===== src/rtl/alu_muldiv.sv =====
// Iterative RV32M/RV64M multiply/divide unit: radix-2 shift-add multiply and
// restoring divide, with valid/ready request and result handshakes and flush.
module alu_muldiv #(
   parameter int XLEN = 32,
   localparam int CNT_W = $clog2(XLEN) + 1
) (
   input  logic            clk,
   input  logic            reset,
   input  logic            flush,
   input  logic            in_valid,
   output logic            in_ready,
   input  logic [2:0]      op,
   input  logic [XLEN-1:0] rs1_data,
   input  logic [XLEN-1:0] rs2_data,
   output logic            out_valid,
   input  logic            out_ready,
   output logic [XLEN-1:0] rd_data
);

   localparam logic [2:0] OP_MUL    = 3'b000;
   localparam logic [2:0] OP_MULH   = 3'b001;
   localparam logic [2:0] OP_MULHSU = 3'b010;
   localparam logic [2:0] OP_DIV    = 3'b100;
   localparam logic [2:0] OP_REM    = 3'b110;

   typedef enum logic [1:0] {IDLE, CALC, FIX, DONE} state_t;

   state_t              state_q, state_d;
   logic [2:0]          op_q;
   logic                neg_q;
   logic [XLEN-1:0]     b_q;
   logic [2*XLEN-1:0]   acc_q;
   logic [CNT_W-1:0]    cnt_q;

   logic signed [XLEN-1:0] rs1_s, rs2_s;
   logic                accept, last_step;
   logic                a_signed, b_signed, neg1, neg2, res_neg;
   logic                div_zero, div_ovf, special;
   logic [XLEN-1:0]     abs1, abs2, special_res, fix_res;
   logic [XLEN:0]       mul_sum, div_trial;
   logic [2*XLEN-1:0]   mul_next, div_next, prod;

   function automatic logic [XLEN-1:0] cond_neg(input logic [XLEN-1:0] v, input logic n);
      return n ? (~v + 1'b1) : v;
   endfunction

   function automatic logic [2*XLEN-1:0] cond_neg2(input logic [2*XLEN-1:0] v, input logic n);
      return n ? (~v + 1'b1) : v;
   endfunction

   assign rs1_s     = rs1_data;
   assign rs2_s     = rs2_data;
   assign in_ready  = (state_q == IDLE) && !flush && !reset;
   assign accept    = in_valid && in_ready;
   assign out_valid = (state_q == DONE);
   assign last_step = (cnt_q == CNT_W'(XLEN - 1));

   // Operand conditioning at accept: magnitudes plus the sign of the final result
   always_comb begin
      a_signed = (op == OP_MULH) || (op == OP_MULHSU) || (op == OP_DIV) || (op == OP_REM);
      b_signed = (op == OP_MULH) || (op == OP_DIV) || (op == OP_REM);
      neg1     = a_signed && (rs1_s < 0);
      neg2     = b_signed && (rs2_s < 0);
      abs1     = cond_neg(rs1_data, neg1);
      abs2     = cond_neg(rs2_data, neg2);
      case (op)
         OP_MULH, OP_DIV: res_neg = neg1 ^ neg2;
         OP_MULHSU, OP_REM: res_neg = neg1;
         default: res_neg = 1'b0;
      endcase
      div_zero = op[2] && (rs2_data == '0);
      div_ovf  = ((op == OP_DIV) || (op == OP_REM)) &&
                 (rs1_data == {1'b1, {(XLEN-1){1'b0}}}) && (rs2_data == '1);
      special  = div_zero || div_ovf;
      if (div_zero) special_res = op[1] ? rs1_data : '1;
      else          special_res = op[1] ? '0 : rs1_data;
   end

   // One radix-2 step; the divide trial needs XLEN+1 bits since 2*rem+1 can exceed XLEN
   always_comb begin
      mul_sum   = {1'b0, acc_q[2*XLEN-1:XLEN]} + (acc_q[0] ? {1'b0, b_q} : {(XLEN+1){1'b0}});
      mul_next  = {mul_sum, acc_q[XLEN-1:1]};
      div_trial = {acc_q[2*XLEN-1:XLEN], acc_q[XLEN-1]} - {1'b0, b_q};
      div_next  = div_trial[XLEN] ? {acc_q[2*XLEN-2:0], 1'b0}
                                  : {div_trial[XLEN-1:0], acc_q[XLEN-2:0], 1'b1};
   end

   always_comb begin
      prod = cond_neg2(acc_q, neg_q);
      if (!op_q[2])     fix_res = (op_q[1:0] == 2'b00) ? prod[XLEN-1:0] : prod[2*XLEN-1:XLEN];
      else if (!op_q[1]) fix_res = cond_neg(acc_q[XLEN-1:0], neg_q);
      else               fix_res = cond_neg(acc_q[2*XLEN-1:XLEN], neg_q);
   end

   always_comb begin
      state_d = state_q;
      case (state_q)
         IDLE: if (accept) state_d = special ? DONE : CALC;
         CALC: if (last_step) state_d = FIX;
         FIX:  state_d = DONE;
         DONE: if (out_ready) state_d = IDLE;
         default: state_d = IDLE;
      endcase
      if (flush) state_d = IDLE;
   end

   always_ff @(posedge clk) begin
      if (reset) state_q <= IDLE;
      else       state_q <= state_d;
   end

   always_ff @(posedge clk) begin
      if (reset) begin
         cnt_q   <= '0;
         rd_data <= '0;
      end else begin
         case (state_q)
            IDLE: begin
               if (accept) begin
                  cnt_q <= '0;
                  if (special) rd_data <= special_res;
               end
            end
            CALC: cnt_q <= cnt_q + 1'b1;
            FIX:  if (!flush) rd_data <= fix_res;
            default: ;
         endcase
      end
   end

   // Datapath registers carry no reset; they are always loaded at accept before use
   always_ff @(posedge clk) begin
      if (state_q == IDLE && accept) begin
         op_q  <= op;
         neg_q <= res_neg;
         b_q   <= op[2] ? abs2 : abs1;
         acc_q <= op[2] ? {{XLEN{1'b0}}, abs1} : {{XLEN{1'b0}}, abs2};
      end else if (state_q == CALC) begin
         acc_q <= op_q[2] ? div_next : mul_next;
      end
   end

endmodule


===== config.mk =====
export PLATFORM = sky130hd
export DESIGN_NAME = alu_muldiv
export DESIGN_NICKNAME = d
export VERILOG_FILES = /design/src/rtl/alu_muldiv.sv
export SDC_FILE = /design/constraint.sdc
export NUM_CORES = 1
export LEC_CHECK = 0
export BUFFER_PORTS_ARGS = -buffer_cell sky130_fd_sc_hd__buf_2
export CORE_MARGIN = 5
export CORE_UTILIZATION = 35
export CTS_BUF_LIST = sky130_fd_sc_hd__clkbuf_16
export CTS_CLUSTER_DIAMETER = 120
export CTS_CLUSTER_SIZE = 25
export DETAILED_ROUTE_END_ITERATION = 8
export GPL_ROUTABILITY_DRIVEN = 0
export GPL_TIMING_DRIVEN = 0
export MAX_ROUTING_LAYER = met4
export PLACE_DENSITY = 0.5
export SLEW_MARGIN = 20
export SYNTH_ARGS = -nofsm -noshare
export SYNTH_HDL_FRONTEND = slang
export SYNTH_SLANG_ARGS = --single-unit
export TNS_END_PERCENT = 10

===== constraint.sdc =====
create_clock -name clk -period 5.9 [get_ports clk]
set_input_delay 0.295 -clock clk [delete_from_list [all_inputs] [get_ports clk]]
set_output_delay 0.295 -clock clk [all_outputs]
set_load 0.02 [all_outputs]

# == Word-level counts from Yosys, hierarchy flattened ==
# Cells that the tools add are included.
# word_totals
ff_bits,140
in_bits,72
out_inout_bits,34
word_cells,98
# op_classes
add_sub_neg,8
n_lt_le_gt_ge,2
eq_ne,15
muxes,30
bitwise_logic,6
reduce_logical,30
# ops
cell,count
32-bit two-way mux,16
64-bit two-way mux,5
"32-bit by 1-bit adder with 32-bit output, second input constant",4
32-bit inverter,4
"64-bit by 1-bit adder with 64-bit output, second input constant",1
"32-bit equality test, second input constant",2
"32-bit by 1-bit < comparator with 1-bit output, second input constant",2
64-bit inverter,1
32-bit case mux with 2 select lines,1
32-bit by 32-bit adder with 33-bit output,1
33-bit by 32-bit subtractor with 33-bit output,1
32-bit zero test,1
6-bit case mux with 2 select lines,1
1-bit logical AND,9
2-bit two-way mux,4
"2-bit inequality test, second input constant",4
2-bit case mux with 4 select lines,1
1-bit logical OR,7
"6-bit by 1-bit adder with 6-bit output, second input constant",1
"3-bit equality test, second input constant",2
"6-bit by 5-bit equality test with 1-bit output, second input constant",1
6-bit two-way mux,1
2-bit nonzero test,3
2-bit OR reduction,3
12 further kinds,15

# == Longest topological paths before layout ==
# logic_depth
depth_word,8
ltp_mapped,17
ltp_nobuf,14

# == Least setup slack after synthesis ==
# No wires, ideal clock.
# synth_timing
path_kind,flip-flop to flip-flop
from,reg acc_q[31]
to,reg acc_q[48] (data pin)
setup_time_ns,0.331
arrival_ns,3.827
required_ns,5.569
setup_slack_ns,1.742
stages_incl_launch_ff,18
synth_period_minus_slack_ns,4.158
cell_sequence,edfxtp_1 -> clkbuf_1 -> inv_1 -> ha_1 -> fa_1 -> nor2b_1 -> o31a_1 -> o21ai_0 -> o31ai_1 -> o21a_1 -> a311oi_1 -> o31a_1 -> xnor2_1 -> clkbuf_1 -> clkbuf_1 -> nand2_1 -> o211ai_1 -> a21oi_1
# synth_between
elab_chain_len,5
# synth_rtl
element,line,text
start: declaration,32,logic [2*XLEN-1:0] acc_q;
start signal: assignment,137,"acc_q <= op[2] ? {{XLEN{1'b0}}, abs1} : {{XLEN{1'b0}}, abs2};"
start signal: assignment,139,acc_q <= op_q[2] ? div_next : mul_next;
33-bit by 32-bit subtractor with 33-bit output,83,"div_trial = {acc_q[2*XLEN-1:XLEN], acc_q[XLEN-1]} - {1'b0, b_q};"
64-bit two-way mux,84,"div_next = div_trial[XLEN] ? {acc_q[2*XLEN-2:0], 1'b0}"
64-bit two-way mux,139,
64-bit two-way mux,138,end else if (state_q == CALC) begin
64-bit two-way mux,133,if (state_q == IDLE && accept) begin
# Every way passes these cells. The select of a mux whose other input is x is not followed.
# A chain may end at the register's enable or synchronous reset.

# == Final worst setup path ==
# layout_timing
from,reg acc_q[31]
to,reg acc_q[58] (data pin)
# The elaborated chain is that of the path after synthesis.

==> metrics.yaml <==
status: "finished clean"
yosysWarnings: 0
ys_types: 71
crit_type: "flop to flop"
grt_pass1_vias: 14389
timing.final.crit_share_pct: 95.96
leakage_uw: 0.006504
setup_violations: 0
drv_slew: 0
clkLatencyLatePin_ps: 460
place_ws_ps: -429.4
placed_area_sq_mm: 0.01598
synth-simple-area-share_pct: 20.10
powerDensity_mw_per_mm2: 203.4
syn_to_final_growth_pct: 12.62
cp.arrival_ps: 5860
fmax_mhz: 176.6
drtPass1Iterations: 5
placementRows: 75
final_area_sq_mm: 0.01660
hpwl_um: 49770
critPathCaptureType: "flop"
clock_sinks: 140
drive_above_1_share_pct: 8.866
max_cap_viol_count: 0
synth_async_sr_flop_share_pct: 0
cts_tree: "done"
synth_xor_area_share_pct: 11.64
postSynthAreaPerCell_sq_um: 7.838
synthMuxAreaShare_pct: 8.919
ys.flop_type: "edfxtp_1"
final.min_clock_period_ps: 5662
root_buffer: "clkbuf_16"
cts_buffers: 17
drt-initial-drc-count: 1791
synthTopCellsByCount: "226 x nor2_1, 185 x nand2_1, 167 x a21oi_1, 131 x o21ai_0, 119 x mux2i_1"
clk_pin_slew_ps: 60
required_ps: 6090
routed_wl_um: 61830
port_buffers: 105
synth_compound_area_share_pct: 21.57
start_util_pct: 35.23
synth.most_common_cell: "nor2_1"
pin_count: 106
yosysTopAreaCellShare_pct: 20.37
die_width_um: 215.2
synthCells: 1881
overflow: 0
ir_drop_uv: 212.8
grt_max_degree: 46
syn-num-nets: 2030
ant_nets: 0
grt_pass1_wl_um: 91740
final_net_count: 2155
grt_antenna_before_repair: 2
yosysSeqAreaShare_pct: 25.80
slew_headroom_pct: 32.61
rsz0062_at_grt: "no"
cts_max_path_buffers: 2
die-area_sq_mm: 0.04633
synthTopCellsByArea: "edfxtp_1 20%, mux2i_1 8.1%, ha_1 6.4%"
hold_viol_final: 0
fin_skew_ps: 15.11
core_area_sq_mm: 0.04185
grt_use_total_pct: 26.57
synth_top_family_by_area: "compound AO/OA/AOI/OAI gates"
synth_fa_ha_area_share_pct: 7.519
dr_total_vias: 15065
synth_area_sq_mm: 0.01474
htree_levels: 4
viasPerCell: 5.885
yosys_register_bits: 140
post_drt_wl_per_cell_um: 24.15
min_path_type: "input pin to flop"
cts.hold.buffers_added: 0
worst_setup_path_start_kind: "flop"
setup_ws_ps: 238.2
netlist.top_cell.by_area: "edfxtp_1"
crit_path_max_fanout: 10
drc: 0
dieHeight_um: 215.2
synth-edff-count: 100
worst_pin_slew_ps: 1011
==> worst max-delay path, stage by stage (launching register included) <==
cell	delay [ps]
edfxtp_1	350
clkbuf_1	540
inv_1	250
ha_1	280
fa_1	400
nor2b_1	190
o31a_1	200
o21ai_0	290
o31ai_2	500
o21a_1	290
a311oi_1	190
o31a_1	340
xnor2_2	350
clkbuf_2	420
buf_2	410
mux2i_1	260
o22ai_1	100
==> repair_timing <==
item                       4_1_cts  5_1_grt
resized for setup                3        1
pin swaps                        0        0
hold endpoints to repair         0        0
setup endpoints to repair       20       10
setup buffers                    0        0
==> logic make-up (layout without fill, tap and decap cells) <==
group | count (synthesis) | count (layout)
and+or+nand+nor | 641 | 641
AOI/OAI and AO/OA | 516 | 516
xor gates and xnor gates | 196 | 196
buffers and inverters | 169 | 307
DFF | 140 | 140
muxes | 129 | 129
adders and majority gates | 90 | 90
other | 0 | 2
==> worst paths after layout <==
check,start,depth (start not counted),slack [ps],end
worst max-delay path,acc_q[31],16,240,acc_q[58]
worst min-delay path,op[2],1,60,op_q[2]
worst max register to register,acc_q[31],16,240,acc_q[58]
worst min register to register,rd_data[11],2,450,rd_data[11]
==> report_power, final <==
group	switching [uW]	internal [uW]	total, uW	leakage, uW
registers	61.8	1120	1180	0.00125
clock network	467	662	1130	0.000288
logic	674	392	1070	0.00497
total	1200	2170	3380	0.00650
==> metal layers <==
layer / vias to the layer above / wire length, um / global-route usage, %
met4: 0 / 2097 / 8.982
met1: 7185 / 26980 / 35.58
met5: - / 0 / -
li1: 7085 / - / -
met3: 120 / 5152 / 4.560
met2: 675 / 27600 / 40.84
==> state kept, by name (all words and copies together), names as in the netlist <==
| name | cells |
|---|---|
| state_q | 2 |
| rd_data | 32 |
| neg_q | 1 |
| acc_q | 64 |
| cnt_q | 6 |
| b_q | 32 |
| op_q | 3 |
==> cell type report <==
cell class	instances	area [sq um]
multi-input cells	1572	10310
repair buffers	106	553.0
flip-flops and latches	140	3804
well taps	539	674.4
diodes	2	5.005
plain buffers	109	436.7
fillers	4417	25250
inverters	60	225.2
clock inverters	15	175.2
clock buffers	17	425.4
==> through the flow <==
| stage | setup TNS (ps) | cells | hold WS [ps] | total power [uW] | utilization (%) |
|---|---|---|---|---|---|
| after detailed placement | -4809 | 2526 | 444.4 | 2239 | 38.19 |
| after CTS | 0 | 2558 | 32.80 | 3378 | 39.64 |
| after floorplan | 0 | 1881 | 374.3 | 1875 | - |
| after global placement | -4537 | 2525 | 444.9 | 2232 | 38.10 |
| final | 0 | 2560 | 56.18 | 3378 | 39.67 |
| after global routing | 0 | 2559 | 46.84 | 3523 | 39.67 |
==> cell usage in the layout (no fill, tap or decap), types with 11 or more instances in the layout <==
cell | Yosys | routed
buf_2 | 8 | 113
or4_1 | 12 | 12
clkbuf_16 | 0 | 17
a31oi_1 | 15 | 15
nand2_1 | 185 | 185
nor4_1 | 16 | 15
edfxtp_1 | 100 | 100
a21o_1 | 28 | 28
ha_1 | 75 | 75
inv_1 | 59 | 60
nor2b_1 | 13 | 13
dfxtp_1 | 40 | 40
a21oi_1 | 167 | 167
nand4_1 | 21 | 21
a221oi_1 | 12 | 12
or3_1 | 34 | 34
nand2b_1 | 23 | 23
o221ai_1 | 11 | 11
clkbuf_1 | 90 | 87
o211ai_1 | 13 | 13
mux2i_1 | 119 | 119
xor2_1 | 101 | 101
maj3_1 | 13 | 13
o31ai_1 | 22 | 21
nor2_1 | 226 | 226
nand3_1 | 27 | 27
nor3_1 | 45 | 45
o21ai_0 | 131 | 131
a211oi_1 | 29 | 29
xnor2_1 | 95 | 94
o22ai_1 | 21 | 21
Power figures use the tool's default switching activity.
